--- config.mk ---
export PLATFORM = sky130hd
export DESIGN_NAME = oled_iic_arb_flat
export DESIGN_NICKNAME = d
export VERILOG_FILES = /design/src/rtl/oled_iic_arb_if.sv /design/src/rtl/oled_iic_arb.sv /design/src/flat_wrapper.sv
export SDC_FILE = /design/constraint.sdc
export NUM_CORES = 1
export LEC_CHECK = 0
export ABC_CLOCK_PERIOD_IN_PS = 2800
export CAP_MARGIN = 20
export CORE_MARGIN = 1.5
export CORE_UTILIZATION = 43
export DETAILED_ROUTE_END_ITERATION = 10
export PLACE_DENSITY = 0.86
export SLEW_MARGIN = 5
export SYNTH_ARGS = -nofsm -noshare
export SYNTH_HDL_FRONTEND = slang
export SYNTH_SLANG_ARGS = --single-unit
--- constraint.sdc ---
create_clock -name clk_50m -period 2.8 [get_ports clk_50m]
set_input_delay 0.42 -clock clk_50m [delete_from_list [all_inputs] [get_ports clk_50m]]
set_output_delay 0.42 -clock clk_50m [all_outputs]
set_load 0.01 [all_outputs]
--- src/rtl/oled_iic_arb_if.sv ---
// Bundle between the OLED command sources, the arbiter and the IIC engine.
// The slave modport is the arbiter side; the master modport is the sources/engine side.
interface oled_iic_arb_if #(
    parameter int N_CH = 3,
    parameter int DW   = 24
);
    logic [N_CH-1:0]    i_req;
    logic [N_CH*DW-1:0] i_data;
    logic [N_CH-1:0]    o_ack;
    logic [N_CH-1:0]    o_grant;
    logic               o_busy;
    logic               o_iic_req;
    logic [DW-1:0]      o_iic_data;
    logic               i_iic_done;

    modport slave (
        input  i_req, i_data, i_iic_done,
        output o_ack, o_grant, o_busy, o_iic_req, o_iic_data
    );

    modport master (
        output i_req, i_data, i_iic_done,
        input  o_ack, o_grant, o_busy, o_iic_req, o_iic_data
    );
endinterface

--- src/rtl/oled_iic_arb.sv ---
// Grant-locked N-channel arbiter feeding one IIC byte-transfer engine.
// Define OLED_ARB_RR_EN for round-robin selection; default is fixed priority.
module oled_iic_arb #(
    parameter int N_CH = 3,
    parameter int DW   = 24
) (
    input  logic          clk_50m,
    input  logic          rst_n,
    oled_iic_arb_if.slave bus
);
    localparam int IW = $clog2(N_CH);

    typedef enum logic [1:0] {
        S_IDLE,
        S_ISSUE,
        S_WAIT,
        S_ACK
    } state_t;

    state_t          state_q, state_d;
    logic [IW-1:0]   win;
    logic [N_CH-1:0] grant_q, grant_d;
    logic [N_CH-1:0] ack_q, ack_d;
    logic [DW-1:0]   data_q, data_d;
    logic            iic_req_q;
    logic            busy_q;

`ifdef OLED_ARB_RR_EN
    logic [IW-1:0] ptr_q;
    logic [IW-1:0] idx_q;

    // Search begins just past the last served channel and wraps.
    always_comb begin
        win = '0;
        for (int off = N_CH; off >= 1; off--) begin
            if (bus.i_req[(int'(ptr_q) + off) % N_CH])
                win = IW'((int'(ptr_q) + off) % N_CH);
        end
    end

    always_ff @(posedge clk_50m or negedge rst_n) begin
        if (!rst_n) begin
            ptr_q <= IW'(N_CH - 1);
            idx_q <= '0;
        end else begin
            if (state_q == S_IDLE && |bus.i_req)
                idx_q <= win;
            if (state_q == S_ACK)
                ptr_q <= idx_q;
        end
    end
`else
    always_comb begin
        win = '0;
        for (int k = N_CH - 1; k >= 0; k--) begin
            if (bus.i_req[k])
                win = IW'(k);
        end
    end
`endif

    always_comb begin
        state_d = state_q;
        grant_d = grant_q;
        data_d  = data_q;
        ack_d   = '0;
        unique case (state_q)
            S_IDLE: begin
                if (|bus.i_req) begin
                    state_d = S_ISSUE;
                    grant_d = N_CH'(1) << win;
                    data_d  = bus.i_data[int'(win)*DW +: DW];
                end
            end
            S_ISSUE: state_d = S_WAIT;
            S_WAIT: begin
                if (bus.i_iic_done) begin
                    state_d = S_ACK;
                    ack_d   = grant_q;
                end
            end
            S_ACK: begin
                state_d = S_IDLE;
                grant_d = '0;
            end
            default: state_d = S_IDLE;
        endcase
    end

    // Outputs are registered from next-state so they line up with the state.
    always_ff @(posedge clk_50m or negedge rst_n) begin
        if (!rst_n) begin
            state_q   <= S_IDLE;
            grant_q   <= '0;
            ack_q     <= '0;
            data_q    <= '0;
            iic_req_q <= 1'b0;
            busy_q    <= 1'b0;
        end else begin
            state_q   <= state_d;
            grant_q   <= grant_d;
            ack_q     <= ack_d;
            data_q    <= data_d;
            iic_req_q <= (state_d == S_ISSUE);
            busy_q    <= (state_d != S_IDLE);
        end
    end

    assign bus.o_ack      = ack_q;
    assign bus.o_grant    = grant_q;
    assign bus.o_busy     = busy_q;
    assign bus.o_iic_req  = iic_req_q;
    assign bus.o_iic_data = data_q;
endmodule
--- src/flat_wrapper.sv ---
// flat-port wrapper written by rule: the top's interface ports become plain ports
module oled_iic_arb_flat 
#(
    parameter int N_CH = 3,
    parameter int DW   = 24
)
  (clk_50m, rst_n, bus_i_req, bus_i_data, bus_i_iic_done, bus_o_ack, bus_o_grant, bus_o_busy, bus_o_iic_req, bus_o_iic_data);
  oled_iic_arb_if #(.N_CH(N_CH), .DW(DW)) bus_i ();
  input  logic clk_50m;
  input  logic rst_n;
  input wire logic [$bits(bus_i.i_req)-1:0] bus_i_req;
  input wire logic [$bits(bus_i.i_data)-1:0] bus_i_data;
  input wire logic [$bits(bus_i.i_iic_done)-1:0] bus_i_iic_done;
  output wire logic [$bits(bus_i.o_ack)-1:0] bus_o_ack;
  output wire logic [$bits(bus_i.o_grant)-1:0] bus_o_grant;
  output wire logic [$bits(bus_i.o_busy)-1:0] bus_o_busy;
  output wire logic [$bits(bus_i.o_iic_req)-1:0] bus_o_iic_req;
  output wire logic [$bits(bus_i.o_iic_data)-1:0] bus_o_iic_data;
  assign bus_i.i_req = bus_i_req;
  assign bus_i.i_data = bus_i_data;
  assign bus_i.i_iic_done = bus_i_iic_done;
  assign bus_o_ack = bus_i.o_ack;
  assign bus_o_grant = bus_i.o_grant;
  assign bus_o_busy = bus_i.o_busy;
  assign bus_o_iic_req = bus_i.o_iic_req;
  assign bus_o_iic_data = bus_i.o_iic_data;
  oled_iic_arb #(.N_CH(N_CH), .DW(DW)) u_core (.clk_50m(clk_50m), .rst_n(rst_n), .bus(bus_i));
endmodule
Word level (Yosys, flattened, before mapping)
Cells that the tools add are included.
- register bits after elaboration: 34
- input bits: 78
- output and inout bits: 32
- word-level logic and storage cells: 30
- $mul: 1
- eq/ne operators: 5
- shifts and indexed selects: 2
- multiplexer cells: 10
- reductions and logical operators: 6
- operator list (operator ; number):
    72-bit by 32-bit indexed part select with 24-bit output ; 1
    2-bit 2-to-1 mux ; 5
    3-bit 2-to-1 mux ; 3
    2-bit one-hot mux with 4 select lines ; 1
    3-bit one-hot mux with 2 select lines ; 1
    2-bit by 1-bit equality test with 1-bit output (second input constant) ; 2
    2-bit equality test (second input constant) ; 2
    2-bit by 2-bit multiplier with 4-bit output (second input constant) ; 1
    2-bit AND reduction ; 2
    2-bit nonzero test ; 2
    3-bit OR reduction ; 1
    1-bit by 2-bit left shift with 3-bit output (first input constant) ; 1
    2-bit logical NOT ; 1
    2-bit by 1-bit != test with 1-bit output (second input constant) ; 1

Depth between registers and ports, before layout
- depth in word-level cells: 6
- mapped depth: 7
- mapped depth without buffers: 3

Least setup slack after synthesis
Ideal clock, no wire load.
- path kind: input to register
- start point: input bus_i_req[2]
- end point: register u_core.data_q[10], in the netlist u_core.bus.o_iic_data[10]
- library setup time: 130 ps
- arrival: 1519 ps
- data required time: 2670 ps
- path slack: 1150 ps
- stages: 5
- buffers on the path: 2
- path through: clkbuf_1 clkbuf_1 or3b_2 a21oi_1 o31ai_2
- cells in the longest elaborated chain, start to end: 5
- elaborated cells between the ends (all ways): 7
- classes of those cells: mul (1); shift (1); mux (3); reduce/logical (2)
- ends and longest elaborated chain (what ; line ; text):
    start: declaration ; flat_wrapper.sv:11 ; input wire logic [$bits(bus_i.i_req)-1:0] bus_i_req;
    2-bit 2-to-1 mux (3 in a row) ; oled_iic_arb.sv:56 ; if (bus.i_req[k])
    2-bit by 2-bit multiplier with 4-bit output ; oled_iic_arb.sv:72 ; data_d = bus.i_data[int'(win)*DW +: DW];
    72-bit by 32-bit indexed part select with 24-bit output ; oled_iic_arb.sv:72 ;
    end signal: assignment ; oled_iic_arb.sv:103 ; data_q <= data_d;
    end: declaration ; oled_iic_arb.sv:24 ; logic [DW-1:0] data_q, data_d;
Parallel ways exist; a longest one is shown, timed or not.
A chain may end at the register's enable or synchronous reset.

Worst setup path after layout
- start point: input bus_i_req[2]
- end point: register u_core.data_q[16], in the netlist u_core.bus.o_iic_data[16]
The elaborated chain is that of the path after synthesis.

==> out/results.txt <==
Status -> finished clean
RSZ-0062 raised after global routing -> no
Worst hold slack -> 0.214 ns
DRC errors left -> 0
GRT overflow -> 0
First DRT Iteration DRCs -> 120
Initial antenna violation count -> 0
Power Density -> 789 nW/um^2
Num CTS Buffers -> 5
Worst Clk Skew -> 0.00783 ns
Antenna cells -> 0
Setup Crit Path Kind -> input pin to register
Max stage delay cell, worst path -> clkdlybuf4s50_1
Via density per instance -> 5.21
Avg Cell Area, Syn -> 9.18 sq um
Final WL -> 6350 um
Required @ worst endpoint -> 2.95 ns
Worst Tran Pin Value -> 0.824 ns
Max Fclk -> 454 MHz
Routed len/inst -> 15.9 um
Die area -> 5390 sq um
Die Span X -> 73.4 um
Post-CTS setup buffer count -> 0
Post-CTS sizing -> 0
CORE AREA -> 4750 sq um
# fillers -> 400
Async SR Flop Fraction -> 1.00
Setup TNS -> 0 ns
Synth Cell Area -> 2130 sq um
Worst setup EP type -> register
CTS Hold Buffers Added -> 0
Max clock buf depth -> 2
Post-layout min period -> 2.20 ns
Pleak -> 1.29 nW
Final net count -> 411
Routability cong. -> 0.818
Worst skew pair latency -> 0.28 ns
Final period utilization -> 0.786
DRT Pass-1 Iters -> 4
WP data arrival -> 2.35 ns
Max Slew Vio Count -> 0
Antenna Violating Nets Remaining -> 0
Max Cap Violations -> 0
DP Wirelength -> 4460 um
Row count -> 25
Final hold vios -> 0
Clock-pin slew on the worst setup and hold paths -> 0.06 ns
Startpoint types -> input pin
Area delta synth->final -> 55.3%
Register area share after synthesis -> 0.399
Cells after synthesis -> 232
Worst VDD drop -> 554 uV
Largest net degree at the start of global routing -> 54
Slew HR -> 0.451
Share of post-route cells with drive strength above 1 -> 0.181
Root Driver -> clkbuf_8
Cells along the critical path -> clkdlybuf4s50_1 > buf_4 > or3b_2 > a21oi_1 > o31ai_2
Tot Pwr -> 0.00261 W
Final setup violating endpoints -> 0
Synth Flop Type -> dfrtp_1
Mapped Nets -> 310
Vias in the first global route -> 1972
#FFs+latches synth -> 34
Initial Util -> 0.448
Synth warn -> 0
CTS tree -> yes
Unique masters post-synth -> 27
GRT Util Overall -> 0.238
H-tree Lvls -> 2
Detailed-route via count -> 2079
Crit Path Max Fanout -> 25
Clk sink count -> 34
First-pass GRT wire length -> 9870 um
Top Ports -> 110
Die height -> 73.4 um
Largest stage delay, worst path -> 0.94 ns
# port buffers -> 109
Worst hold path class -> input pin to asynchronous set/reset pin
Post-synth EDFFs -> 0
[final timing paths]
check	from	endpoint	slack, ns	cells past startpoint
max in group asynchronous	rst_n	u_core.bus.o_grant[1]$_DFFE_PN0P_	2.09	1
worst max register to register	u_core.state_q[0]$_DFF_PN0_	u_core.bus.o_iic_data[16]$_DFFE_PN0P_	0.96	5
worst min-delay path	rst_n	u_core.bus.o_iic_data[10]$_DFFE_PN0P_	0.21	1
min in group clk_50m	u_core.bus.o_iic_data[10]$_DFFE_PN0P_	u_core.bus.o_iic_data[10]$_DFFE_PN0P_	0.53	2
worst min register to register	u_core.bus.o_iic_data[10]$_DFFE_PN0P_	u_core.bus.o_iic_data[10]$_DFFE_PN0P_	0.53	2
worst max-delay path	bus_i_req[2]	u_core.bus.o_iic_data[16]$_DFFE_PN0P_	0.60	5
[state kept, by name, summed over array words and instances, names as in the netlist]
register,count
u_core.bus.o_iic_req,1
u_core.bus.o_iic_data,24
u_core.bus.o_grant,3
u_core.bus.o_ack,3
u_core.bus.o_busy,1
u_core.state_q,2
[per-layer routing]
metal	vias up	routed length, um	GRT usage
met1	974	2770	0.328
met3	11	405	0.0425
met5	-	0	0
met4	0	127	0.0761
li1	1009	-	-
met2	85	3050	0.380
[critical path: cells and delay by family]
family / cells / cell delay [ns]
and+or+nand+nor: 1 / 0.44
AOI/OAI and AO/OA: 2 / 0.32
buffers and inverters: 2 / 1.17
[Yosys cell counts (all sizes together), types with 2 or more instances]
cell,number,area [sq um]
dfrtp,34,851
nor2,29,109
o21ai,28,140
a21oi,26,130
nand2b,26,163
o31ai,25,287
or3b,24,210
clkbuf,17,63.8
buf,6,71.3
inv,3,11.3
and2,2,12.5
nor3,2,10.0
or2,2,12.5
[layout make-up]
type / count / area (sq um) / share of cell area
repair buffers: 117 / 1140 / 0.345
multi-input cells: 172 / 1140 / 0.344
flip-flops and latches: 34 / 851 / 0.257
well taps: 67 / 83.8 / 0.0253
clock buffers: 6 / 82.6 / 0.0250
inverters: 3 / 11.3 / 0.00340
[metrics by stage]
| stage | instance area [sq um] | utilization | worst slack [ns] | instances |
|---|---|---|---|---|
| after global placement | 3230 | 0.678 | 0.394 | 393 |
| after floorplan | 2130 | - | 1.15 | 232 |
| final | 3310 | 0.696 | 0.599 | 399 |
| after global routing | 3310 | 0.696 | 0.480 | 399 |
| after detailed placement | 3230 | 0.678 | 0.313 | 393 |
| after CTS | 3310 | 0.696 | 0.608 | 399 |
[cell families after synthesis]
kind of cell,synth area share
flip-flops,0.399
buffers and inverters,0.0687
AND/OR/NAND/NOR,0.253
AO/OA/AOI/OAI,0.270
multiplexers,0.00470
XOR/XNOR,0.00411
[report_power, final]
group | internal (W) | switching (W)
registers | 0.000727 | 0.000147
clock network | 0.000190 | 0.000167
logic | 0.000766 | 0.000614
total | 0.00168 | 0.000928
[cells in the final DEF (no fill, tap or decap), drive strengths merged, types with 3 or more instances in the layout]
master	n
inv	3
o31ai	25
clkdlybuf4s50	107
nand2b	26
or3b	24
clkbuf	6
a21oi	26
nor2	29
buf	10
dfrtp	34
o21ai	28
Note: power is estimated with default switching activity, not from simulation.
